===== config.mk =====
export PLATFORM = sky130hd
export DESIGN_NAME = bus_cycle_ctrl
export DESIGN_NICKNAME = d
export VERILOG_FILES = /design/src/rtl/bus_cycle_ctrl.sv
export SDC_FILE = /design/constraint.sdc
export NUM_CORES = 1
export LEC_CHECK = 0
export CAP_MARGIN = 20
export CORE_AREA = 2 2 48 50
export CTS_BUF_LIST = sky130_fd_sc_hd__clkbuf_2
export CTS_CLUSTER_DIAMETER = 60
export DETAILED_ROUTE_END_ITERATION = 16
export DIE_AREA = 0 0 50 52
export DONT_BUFFER_PORTS = 1
export PLACE_DENSITY = 0.74
export SLEW_MARGIN = 20
export SYNTH_ARGS = -nofsm -noshare
export SYNTH_HDL_FRONTEND = slang
export SYNTH_SLANG_ARGS = --single-unit
export TNS_END_PERCENT = 20

===== constraint.sdc =====
create_clock -name CPUCLK_IN -period 1.75 [get_ports CPUCLK_IN]
set_input_delay 0.35 -clock CPUCLK_IN [delete_from_list [all_inputs] [get_ports CPUCLK_IN]]
set_output_delay 0.35 -clock CPUCLK_IN [all_outputs]
set_load 0.02 [all_outputs]

===== src/rtl/bus_cycle_ctrl.sv =====
// Registered 68000 bus-cycle terminator: DTACK after per-device wait states, BERR/forced DTACK on timeout.
// Optional: define BUS_CYCLE_BERR_EN to signal unmapped accesses with BERR instead of a silent DTACK.
module bus_cycle_ctrl #(
  parameter int unsigned SRAM_WAIT = 0,
  parameter int unsigned PROM_WAIT = 2,
  parameter int unsigned TIMEOUT   = 64
) (
  input  logic CPUCLK_IN,
  input  logic RESET_IN,
  input  logic AS,
  input  logic UDS,
  input  logic LDS,
  input  logic SRAMCS0,
  input  logic SRAMCS1,
  input  logic PROMCS0,
  input  logic PROMCS1,
  output logic DTACK,
  output logic BERR,
  output logic ACTIVE
);

  localparam int unsigned CW = $clog2(TIMEOUT + 1);

  typedef enum logic [2:0] {
    S_ARM,
    S_IDLE,
    S_WAIT,
    S_ACK,
    S_FAULT
  } state_t;

  typedef enum logic [1:0] {
    T_NONE,
    T_SRAM,
    T_PROM
  } target_t;

  state_t        state, state_n;
  target_t       tgt, tgt_n, tgt_dec;
  logic [CW-1:0] count, count_n;
  logic [1:0]    as_sync, uds_sync, lds_sync, sync_ok;
  logic          sas, suds, slds;
  logic          dtack_q, dtack_n, active_q, active_n;
  logic          sram_sel, prom_sel;
  logic          berr_n;

  assign sas  = as_sync[1];
  assign suds = uds_sync[1];
  assign slds = lds_sync[1];

  assign sram_sel = ~SRAMCS0 | ~SRAMCS1;
  assign prom_sel = ~PROMCS0 | ~PROMCS1;

  always_comb begin
    tgt_dec = T_NONE;
    if (sram_sel && !prom_sel)
      tgt_dec = T_SRAM;
    else if (prom_sel && !sram_sel)
      tgt_dec = T_PROM;
  end

  // sync_ok marks when the synchroniser holds real AS samples rather than its reset value
  always_ff @(posedge CPUCLK_IN) begin
    if (RESET_IN) begin
      as_sync  <= '1;
      uds_sync <= '1;
      lds_sync <= '1;
      sync_ok  <= '0;
      state    <= S_ARM;
      tgt      <= T_NONE;
      count    <= '0;
      dtack_q  <= 1'b1;
      active_q <= 1'b0;
    end else begin
      as_sync  <= {as_sync[0], AS};
      uds_sync <= {uds_sync[0], UDS};
      lds_sync <= {lds_sync[0], LDS};
      sync_ok  <= {sync_ok[0], 1'b1};
      state    <= state_n;
      tgt      <= tgt_n;
      count    <= count_n;
      dtack_q  <= dtack_n;
      active_q <= active_n;
    end
  end

  always_comb begin
    state_n  = state;
    tgt_n    = tgt;
    count_n  = count;
    dtack_n  = dtack_q;
    active_n = active_q;
    berr_n   = 1'b1;
    case (state)
      S_ARM: begin
        if (sync_ok[1] && sas)
          state_n = S_IDLE;
      end
      S_IDLE: begin
        if (!sas && (!suds || !slds)) begin
          tgt_n    = tgt_dec;
          count_n  = '0;
          active_n = 1'b1;
          state_n  = S_WAIT;
        end
      end
      S_WAIT: begin
        if (sas) begin
          active_n = 1'b0;
          state_n  = S_IDLE;
        end else begin
          if (count != '1)
            count_n = count + 1'b1;
          case (tgt)
            T_SRAM: begin
              if (count == CW'(SRAM_WAIT)) begin
                dtack_n = 1'b0;
                state_n = S_ACK;
              end
            end
            T_PROM: begin
              if (count == CW'(PROM_WAIT)) begin
                dtack_n = 1'b0;
                state_n = S_ACK;
              end
            end
            default: begin
              if (count == CW'(TIMEOUT - 1)) begin
`ifdef BUS_CYCLE_BERR_EN
                berr_n  = 1'b0;
`else
                dtack_n = 1'b0;
`endif
                state_n = S_FAULT;
              end
            end
          endcase
        end
      end
      S_ACK: begin
        if (sas) begin
          dtack_n  = 1'b1;
          active_n = 1'b0;
          state_n  = S_IDLE;
        end
      end
      S_FAULT: begin
        if (sas) begin
          dtack_n  = 1'b1;
          active_n = 1'b0;
          state_n  = S_IDLE;
        end else begin
`ifdef BUS_CYCLE_BERR_EN
          berr_n = 1'b0;
`endif
        end
      end
      default: state_n = S_ARM;
    endcase
  end

`ifdef BUS_CYCLE_BERR_EN
  logic berr_q;

  always_ff @(posedge CPUCLK_IN) begin
    if (RESET_IN)
      berr_q <= 1'b1;
    else
      berr_q <= berr_n;
  end

  assign BERR = berr_q;
`else
  assign BERR = 1'b1;

  logic unused_berr;
  assign unused_berr = berr_n;
`endif

  assign DTACK  = dtack_q;
  assign ACTIVE = active_q;

endmodule


---- Yosys cells after proc, flatten, opt, wreduce, memory -nomap -nowiden ----
Cells that the tools add are included.
cells by class
  bitwise gates (word level) .............. 6
  multiplexer cells ....................... 26
  div/mod/pow operators ................... 0
  order comparisons ....................... 0
  shifts and indexed selects .............. 0
  eq/ne operators ......................... 21
  $add $sub $neg .......................... 1
  $mul .................................... 0
  reductions and logical operators ........ 22
operators by type and width
  cell                   number
  $mux W3                7
  $mux W7                3
  $pmux W7 S2            1
  $ne A4 B4 Y1 const B   3
  $pmux W3 S4            1
  $reduce_and A6 Y1      2
  $mux W1                8
  $ne A2 B2 Y1 const B   4
  $add A7 B1 Y7 const B  1
  $eq A7 B2 Y1 const B   1
  $eq A7 B6 Y1 const B   1
  $logic_not A7 Y1       1
  $ne A7 B7 Y1 const B   1
  $eq A3 B2 Y1 const B   2
  $ne A3 B3 Y1 const B   2
  $pmux W1 S2            3
  $pmux W3 S2            1
  $reduce_bool A2 Y1     3
  $logic_not A1 Y1       5
  $ne A5 B5 Y1 const B   1
  $logic_and A1 B1 Y1    4
  $mux W2                2
  $ne A2 B1 Y1 const B   2
  $not A1 Y1             4
  other kinds (12)       13
storage, ports and cells
  register bits ........................... 22
  input port bits ......................... 9
  memory bits (writable) .................. 0
  memories ................................ 0
  memory bits (read-only) ................. 0
  output and inout port bits .............. 3
  word-level logic and storage cells ...... 86
  bits in latches ......................... 0

---- Depth between registers and ports, before layout ----
Gate-level depths: netlist of the first run.
  depth in word-level cells ............... 6
  depth in mapped cells ................... 7
  gate-level depth less buffers ........... 7

---- Worst setup path before layout of the first run ----
Ideal clock, no wire load.
  path type ............................... register to register
  start point ............................. register count[0]
  end point ............................... register state[1]
  arrival time ............................ 1.567 ns
  required time ........................... 1.629 ns
  setup time .............................. 0.121 ns
  path slack .............................. 0.062 ns
  cell stages (with the launch flop) ...... 6
  cells stage by stage .................... dfxtp_1 > ha_1 > and4_2 > nor3b_1 > o211ai_4 > mux2_4
between the ends
  cells in the longest elaborated chain, start to end .. 3
ends and longest elaborated chain
  item                                                    RTL line  text
  start, declared                                         40        logic [CW-1:0] count, count_n;
  start signal, assigned                                  81        count <= count_n;
  $eq A7 B6 Y1, or another cell as far along              128       if (count == CW'(TIMEOUT - 1)) begin
  $ne A5 B5 Y1 (no line) or $ne A4 B4 Y1 (tied branches)  n/a
  $reduce_and A6 Y1 (no line) *                           n/a
  end signal, assigned                                    79        state <= state_n;
  end, declared                                           38        state_t state, state_n;
Mark *: on every way between the ends. The rest lies on a longest branch, timed or not.
A chain may end at the register's enable or synchronous reset.

---- Worst setup path in the final report of the first run ----
  start point ............................. register count[4]
  end point ............................... register state[1]
The elaborated chain is that of the path after synthesis.

==> flow_summary.toml, run 1 <==
[outcome]
run_status = "completed"

[die]
core_sq_mm = 0.00211
initial_core_util_pct = 55.0
io-pin-count = 12
die-width_um = 50
die_area_sq_mm = 0.00260
die_h_um = 52
rows = 17

[sta]
setup_tns_ns = 0
finalCriticalPeriod_ns = 1.72
drv_slew = 0
fin_crit_sh_pct = 98.0
hold_viol = 0
setup_viol = 0
finalClockSkew_ns = 0.00717
max_freq_mhz = 583
holdWs_ns = 0.0571

[route]
dr_total_vias = 922
viasPerCell = 5.62
route.met2.wl_um = 1030
route.met3.wl_um = 83
dr.pass1.iters = 4
wl_met1_um = 955
drt-total-wl_um = 2090
top_layer_used = "met4"
drtAntennaViolNets = 0
wire_per_inst_um = 12.8
drc = 0
drt_iter0_drc = 16

[placed_design]
dpl.hpwl_um = 1610
post-place-cells = 160
portBuffers = 0
place.gp.congestion = 0.934

[finish]
antennaDiodeCount = 0
mostFrequentLayoutCell = "dfxtp_1"
nNetsFinal = 151
fillCellCount = 178
multi_input_area_sq_um = 662
layout-drive-gt1-share_pct = 28.7
mostFrequentLayoutCells = "dfxtp_1 (18), nor2_1 (14), inv_1 (11)"
syn_to_final_growth_pct = 11.9
seq_area_sq_um = 445
fin_cells = 164

[synthesis]
synth_top_family_by_area = "simple AND/OR/NAND/NOR gates"
synth_ff_type = "dfxtp_1"
yosys.area_share.adder_pct = 5.40
synth_compound_area_share_pct = 20.0
ys_seq_area_share_pct = 38.0
synthMuxAreaShare_pct = 3.89
synth_nets = 142
synth_xor_area_share_pct = 3.78
avgSynthCellArea_sq_um = 9.05
syn_area_sq_mm = 0.00116
yosys_register_bits = 22
synth_cell_type_count = 42
ys_warn_count = 0
syn_inst = 128
yosys.area_share.simple_pct = 22.7
synth_edf_count = 0
synthArstFlopShare_pct = 0

[worst_setup_path]
r2r_end = "state[1]"
required_ns = 1.99
end_kind = "register"
cpMaxStageDelayCell = "or4_4"
rrSetupSlack_ns = 0.03
cp_cell_sequence = "or4_4 -> a2bb2oi_2 -> o21ai_4 -> o211ai_4 -> mux2_4"
worstSetupPathType = "reg2reg"
reg2reg_depth = 5
cp.arrival_ns = 1.95
critPathMaxFanout = 4
critPathTopFamily = "simple AND/OR/NAND/NOR gates"
r2r-start = "count[4]"
critPathMaxStageDelay_ns = 0.54
worst_setup_path_start_kind = "register"
crit_buf_inv = 0

[global_routing]
grt_overflow = 0
grt_max_degree = 17
grt_pass1_wl_um = 3730
grt_pass1_vias = 870
antenna_found_initial = 0
grt_usage_pct = 19.0

[power_and_ir_drop]
power_density_mw_per_mm2 = 732
max-vdd-ir-drop_mv = 0.586
p_total_uw = 948
power.leakage_uw = 0.000477

[clock_network]
clkTransAtPathRegs_ns = 0.21
cts_max_path_buffers = 2
tritoncts = "yes"
clock_latency_ns = 0.32
cts.repair.resized = 1
cts_setup_buffers = 0
clockRootBuffer = "clkbuf_2"
cts_sinks = 22
htreeDepth = 1
ctsHoldBuffers = 0
cts_made_buffers = 3

[hold_path]
hold_path_depth = 1
min_from = "RESET_IN"
hold_path.class = "in2reg"
holdPathEnd = "sync_ok[1]"

[flow_run]
cap_viol_max_count = 0
==> cells in the mapped netlist (2+ instances only) <==
library cell  instances  area [sq um]
a21oi_1               9          45.0
buf_4                 2          15.0
clkbuf_1              2          7.51
dfxtp_1              22           440
ha_1                  5          62.6
inv_1                11          41.3
mux2i_1               3          30.0
nand2_1               4          15.0
nand2b_1              3          18.8
nand3_1               3          15.0
nand3b_1              3          22.5
nor2_1               14          52.6
nor3_1                4          20.0
o2111ai_1             2          17.5
o21ai_0               4          20.0
or2_2                 8          50.1
xnor2_1               2          17.5
xor2_1                3          26.3
==> metal layers <==
layer | vias to the layer above | GRT usage [%]
met3 | 4 | 3.74
li1 | 457 | -
met1 | 440 | 22.9
met5 | - | 0
met4 | 0 | 7.87
met2 | 21 | 32.9
==> logic make-up after synthesis <==
| group | after synthesis |
|---|---|
| buffers and inverters | 16 |
| adder cells (fa/ha/maj) | 5 |
| AND/OR/NAND/NOR | 48 |
| other | 1 |
| flip-flops | 22 |
| XOR/XNOR | 5 |
| AO/OA/AOI/OAI | 27 |
| multiplexers | 4 |
==> worst max-delay path by stage <==
stage               startpoint       end  slack (ns)  cells past startpoint
floorplan             count[0]  state[1]        0.06                      5
global placement      count[0]  state[1]        0.05                      5
detailed placement    count[0]  state[1]       -0.03                      5
CTS                   count[4]  state[1]        0.02                      5
global route          count[0]  count[6]      -0.006                      7
finish                count[4]  state[1]        0.03                      5
==> stage by stage <==
step	cell area [sq um]	setup WS, ns	utilization, %
2_1_floorplan	1160	0.0619	-
3_3_place_gp	1230	0.0535	58.6
3_5_place_dp	1230	-0.0253	58.6
4_1_cts	1280	0.0174	61.0
5_1_grt	1300	-0.00626	61.6
6_report	1300	0.0346	61.6
==> cell type report <==
type                    instances  share of cell area, %
repair buffers                  9                   5.21
multi-input cells              90                   51.1
well taps                      28                   2.70
inverters                      11                   3.19
flip-flops and latches         22                   34.4
clock inverters                 1                   2.32
clock buffers                   3                   1.16
==> where the power goes <==
part / internal [uW] / total (uW) / switching (uW)
Combinational: 31.2 / 67.3 / 36.1
Sequential: 516 / 530 / 13.8
Clock: 197 / 351 / 154
==> registers in the layout (all words and copies together) (netlist names) <==
| register | cells |
|---|---|
| count | 7 |
| state | 3 |
| as_sync | 2 |
| lds_sync | 2 |
| sync_ok | 2 |
| tgt | 2 |
| uds_sync | 2 |
| ACTIVE | 1 |
| DTACK | 1 |
(Power assumes the default switching activity.)
==> run 2: changes to the inputs <==
--- a/config.mk
+++ b/config.mk
@@ -6,13 +6,15 @@
 export NUM_CORES = 1
 export LEC_CHECK = 0
 export CAP_MARGIN = 20
-export CORE_AREA = 2 2 48 50
+export CORE_AREA = 2 2 46 48
 export CTS_BUF_LIST = sky130_fd_sc_hd__clkbuf_2
 export CTS_CLUSTER_DIAMETER = 60
+export CTS_CLUSTER_SIZE = 8
 export DETAILED_ROUTE_END_ITERATION = 16
-export DIE_AREA = 0 0 50 52
+export DIE_AREA = 0 0 48 50
 export DONT_BUFFER_PORTS = 1
-export PLACE_DENSITY = 0.74
+export PLACE_DENSITY = 0.77
+export SKIP_LAST_GASP = 1
 export SLEW_MARGIN = 20
 export SYNTH_ARGS = -nofsm -noshare
 export SYNTH_HDL_FRONTEND = slang
==> constraint.sdc (replaced) <==
create_clock -name CPUCLK_IN -period 2.1 [get_ports CPUCLK_IN]
set_input_delay 0.42 -clock CPUCLK_IN [delete_from_list [all_inputs] [get_ports CPUCLK_IN]]
set_output_delay 0.42 -clock CPUCLK_IN [all_outputs]
set_load 0.02 [all_outputs]
==> flow_summary.toml, run 2 (synthesis gave the netlist of run 1 again) <==
[global_routing]
grt_max_degree = 17
antenna_found_initial = 0
grt_usage_pct = 19.7
grt_overflow = 0
grt_pass1_wl_um = 3420
grt_pass1_vias = 797

[power_and_ir_drop]
seqPwrFrac_pct = 55.8
max-vdd-ir-drop_mv = 0.422
power_frac_clock_pct = 37.5
switching_share_pct = 21.7
power.leakage_uw = 0.000434
comb_power_share_pct = 6.7
power_density_mw_per_mm2 = 649
power_switching_uw = 172
intPower_uw = 618

[finish]
mostFrequentLayoutCell = "dfxtp_1"
seq_area_sq_um = 440
utilization_pct = 64.0
syn_to_final_growth_pct = 5.08
nNetsFinal = 143
largest-register = "count"
antennaDiodeCount = 0
reg.largest.list = "count: 7 flops, state: 3 flops"
largest_reg_flops = 7
fillCellCount = 171
layout-drive-gt1-share_pct = 18.8
mostFrequentLayoutCells = "dfxtp_1 (22), nor2_1 (14), inv_1 (11)"
multi_input_area_sq_um = 649

[worst_setup_path]
rrSetupSlack_ns = 0.24
critPathTopFamily = "compound AO/OA/AOI/OAI gates"
crit_buf_inv = 0
critPathMaxFanout = 6
reg2reg_depth = 6
r2r-start = "count[0]"
r2r_end = "count[3]"
worst_setup_path_start_kind = "register"
end_kind = "register"
cp_cell_sequence = "ha_1 -> and4_2 -> a311oi_2 -> o21ai_0 -> xor2_1 -> nor2_1"
cp.arrival_ns = 2.13
critPathMaxStageDelay_ns = 0.47
required_ns = 2.38
cpMaxStageDelayCell = "a311oi_2"
worstSetupPathType = "reg2reg"

[sta]
fin_ws_ns = 0.244
fin_crit_sh_pct = 88.4
setup_viol = 0
drv_slew = 0
setup_tns_ns = 0
grt_setup_unrepaired = "no"
finalCriticalPeriod_ns = 1.86
finalClockSkew_ns = 0.0164
max_freq_mhz = 539
hold_viol = 0
holdWs_ns = 0.113

[route]
wire_per_inst_um = 13.3
drc = 0
dr_total_vias = 855
dr.pass1.iters = 4
drt-total-wl_um = 2060
viasPerCell = 5.52
drt_iter0_drc = 12
drtAntennaViolNets = 0

[die]
die_h_um = 50
die-width_um = 48
initial_core_util_pct = 60.9
io-pin-count = 12
rows = 16
core_sq_mm = 0.00190
die_area_sq_mm = 0.00240

[placed_design]
portBuffers = 0
place.gp.congestion = 0.762
dpl.hpwl_um = 1510
post-place-ws_ns = 0.301

[outcome]
run_status = "completed"

[clock_network]
cts.repair.resized = 0
tritoncts = "yes"
htreeDepth = 1
cts_max_path_buffers = 2
clockRootBuffer = "clkbuf_2"
clkTransAtPathRegs_ns = 0.22
cts_made_buffers = 3
cts_setup_buffers = 0
ctsHoldBuffers = 0
clock_latency_ns = 0.33
cts_sinks = 22

[flow_run]
cap_viol_max_count = 0

[hold_path]
hold_path.class = "in2reg"
min_from = "RESET_IN"
hold_path_depth = 1
holdPathEnd = "sync_ok[1]"
run 2: final cells by class:
class | instances | share of cell area [%]
timing repair buffer | 1 | 0.617
inverter | 11 | 3.39
sequential | 22 | 36.2
multi-input combinational | 90 | 53.3
clock buffer | 3 | 1.23
tap | 27 | 2.77
clock inverter | 1 | 2.47
run 2: layer usage:
layer | GRT usage [%] | part of all wire (%) | wire (um)
met1 | 25.8 | 49 | 1010
met4 | 6.76 | 0 | 0
met2 | 31.6 | 48 | 998
met5 | 0 | 0 | 0
met3 | 3.30 | 2.2 | 46
run 2: worst max-delay path by stage:
| stage | start | endpoint | slack [ns] | cells after the start |
|---|---|---|---|---|
| 3_5_place_dp | count[0] | state[1] | 0.30 | 5 |
| 2_1_floorplan | count[0] | state[1] | 0.41 | 5 |
| 6_report | count[0] | count[3] | 0.24 | 6 |
| 3_3_place_gp | count[0] | state[1] | 0.34 | 5 |
| 5_1_grt | count[0] | count[3] | 0.12 | 6 |
| 4_1_cts | count[0] | count[3] | 0.25 | 6 |
run 2: power by group through the flow:
stage	Combinational [uW]	Clock, uW	Sequential, uW
6_report	52.8	296	441
3_3_place_gp	51.3	0	449
3_5_place_dp	52.8	0	449
5_1_grt	57.6	318	442
4_1_cts	52.9	299	441
2_1_floorplan	49.5	0	446
run 2: per-stage QoR:
| step | std cells | cell area (sq um) | total power, uW |
|---|---|---|---|
| after CTS | 155 | 1220 | 793 |
| after global routing | 155 | 1220 | 818 |
| after floorplan | 128 | 1160 | 495 |
| after global placement | 151 | 1170 | 500 |
| final | 155 | 1220 | 790 |
| after detailed placement | 151 | 1170 | 502 |
==> run 3: changes to the inputs <==
--- a/config.mk
+++ b/config.mk
@@ -6,14 +6,16 @@
 export NUM_CORES = 1
 export LEC_CHECK = 0
 export CAP_MARGIN = 20
-export CORE_AREA = 2 2 46 48
+export CELL_PAD_IN_SITES_DETAIL_PLACEMENT = 0
+export CELL_PAD_IN_SITES_GLOBAL_PLACEMENT = 1
+export CORE_AREA = 2 2 50 52
 export CTS_BUF_LIST = sky130_fd_sc_hd__clkbuf_2
 export CTS_CLUSTER_DIAMETER = 60
 export CTS_CLUSTER_SIZE = 8
 export DETAILED_ROUTE_END_ITERATION = 16
-export DIE_AREA = 0 0 48 50
+export DIE_AREA = 0 0 52 54
 export DONT_BUFFER_PORTS = 1
-export PLACE_DENSITY = 0.77
+export PLACE_DENSITY = 0.83
 export SKIP_LAST_GASP = 1
 export SLEW_MARGIN = 20
 export SYNTH_ARGS = -nofsm -noshare
==> flow_summary.toml, run 3 (synthesis gave the netlist of run 1 again) <==
[clock_network]
clkTransAtPathRegs_ns = 0.21
cts.repair.resized = 0
tritoncts = "yes"
ctsHoldBuffers = 0
cts_max_path_buffers = 2
cts_setup_buffers = 0
htreeDepth = 1
cts_sinks = 22
clock_latency_ns = 0.32
cts_made_buffers = 3
clockRootBuffer = "clkbuf_2"

[route]
dr_total_vias = 885
drtAntennaViolNets = 0
drt-total-wl_um = 2090
dr.pass1.iters = 6
drc = 0
drt_iter0_drc = 13
viasPerCell = 5.57
wire_per_inst_um = 13.2

[finish]
largest_reg_flops = 7
reg.largest.list = "count: 7 flops, state: 3 flops"
largest-register = "count"
syn_to_final_growth_pct = 6.05
layout-drive-gt1-share_pct = 19.4
antennaDiodeCount = 0
mostFrequentLayoutCell = "dfxtp_1"
utilization_pct = 53.0
nNetsFinal = 144
finalInstanceArea_sq_mm = 0.00123
mostFrequentLayoutCells = "dfxtp_1 (22), nor2_1 (14), inv_1 (11)"

[die]
die-width_um = 52
initial_core_util_pct = 49.9
rows = 18
io-pin-count = 12
die_area_sq_mm = 0.00281
core_sq_mm = 0.00232
die_h_um = 54

[global_routing]
grt_max_degree = 17
grt_pass1_vias = 736
grt_usage_pct = 15.5
antenna_found_initial = 0
grt_pass1_wl_um = 3190
grt_overflow = 0

[worst_setup_path]
critPathMaxStageDelay_ns = 0.43
worstSetupPathType = "reg2reg"
end_kind = "register"
worst_setup_path_start_kind = "register"
cpMaxStageDelayCell = "dfxtp_1"
critPathMaxFanout = 4
required_ns = 2.33
cp_cell_sequence = "ha_1 -> and4_2 -> nor3b_1 -> o211ai_4 -> mux2_4"
cp.arrival_ns = 2.05

[sta]
fin_crit_sh_pct = 86.7
drv_slew = 0
finalCriticalPeriod_ns = 1.82
grt_setup_unrepaired = "no"
max_freq_mhz = 549
setup_tns_ns = 0
hold_viol = 0
setup_viol = 0
finalClockSkew_ns = 0.00761

[power_and_ir_drop]
power.leakage_uw = 0.000440
max-vdd-ir-drop_mv = 0.453
power_density_mw_per_mm2 = 639

[placed_design]
dpl.hpwl_um = 1560
portBuffers = 0
place.gp.congestion = 0.820
place_area_sq_mm = 0.00118

[outcome]
run_status = "completed"

[hold_path]
hold_path.class = "in2reg"

[flow_run]
cap_viol_max_count = 0
==> run 3: layout make-up <==
cell class | count | area, sq um
Fill cell | 217 | 1090
Multi-Input combinational cell | 90 | 649
Sequential cell | 22 | 440
Inverter | 11 | 41.3
Tap cell | 30 | 37.5
Clock inverter | 1 | 30.0
Clock buffer | 3 | 15.0
Timing Repair Buffer | 2 | 15.0
==> run 3: where the power goes <==
part	internal (uW)	leakage, uW	switching (uW)
clock	164	0.0000266	125
sequential	430	0.000180	11.8
combinational	24.2	0.000233	29.5
total	618	0.000440	167
==> run 3: final timing paths <==
kind	to	slack [ns]	depth (start not counted)	startpoint
max reg2reg	state[1]	0.28	5	count[0]
max	state[1]	0.28	5	count[0]
min	tgt[1]	0.14	1	RESET_IN
min reg2reg	lds_sync[1]	0.44	1	lds_sync[0]
==> run 3: worst max-delay path, delay by kind of cell, from the launching register on <==
kind	cells	cell delay (ns)
flops	1	0.43
fa+ha+maj	1	0.20
compound gates	1	0.14
mux	1	0.31
simple gates	2	0.66
==> run 3: stage by stage <==
stage          instances  worst slack [ns]  total power (uW)  hold WS [ns]
6_report             159             0.280               785         0.142
5_1_grt              159             0.157               818         0.104
4_1_cts              159             0.266               795         0.125
3_5_place_dp         155             0.304               503         0.399
2_1_floorplan        128             0.412               495         0.389
3_3_place_gp         155             0.337               501         0.394
==> run 3: per-layer routing <==
metal	vias to the layer above	track usage, %	share of wire [%]
li1	441	-	-
met1	411	21.9	47
met2	31	23.4	47
met3	2	3.33	5.9
met4	0	5.26	0.48
met5	-	0	0
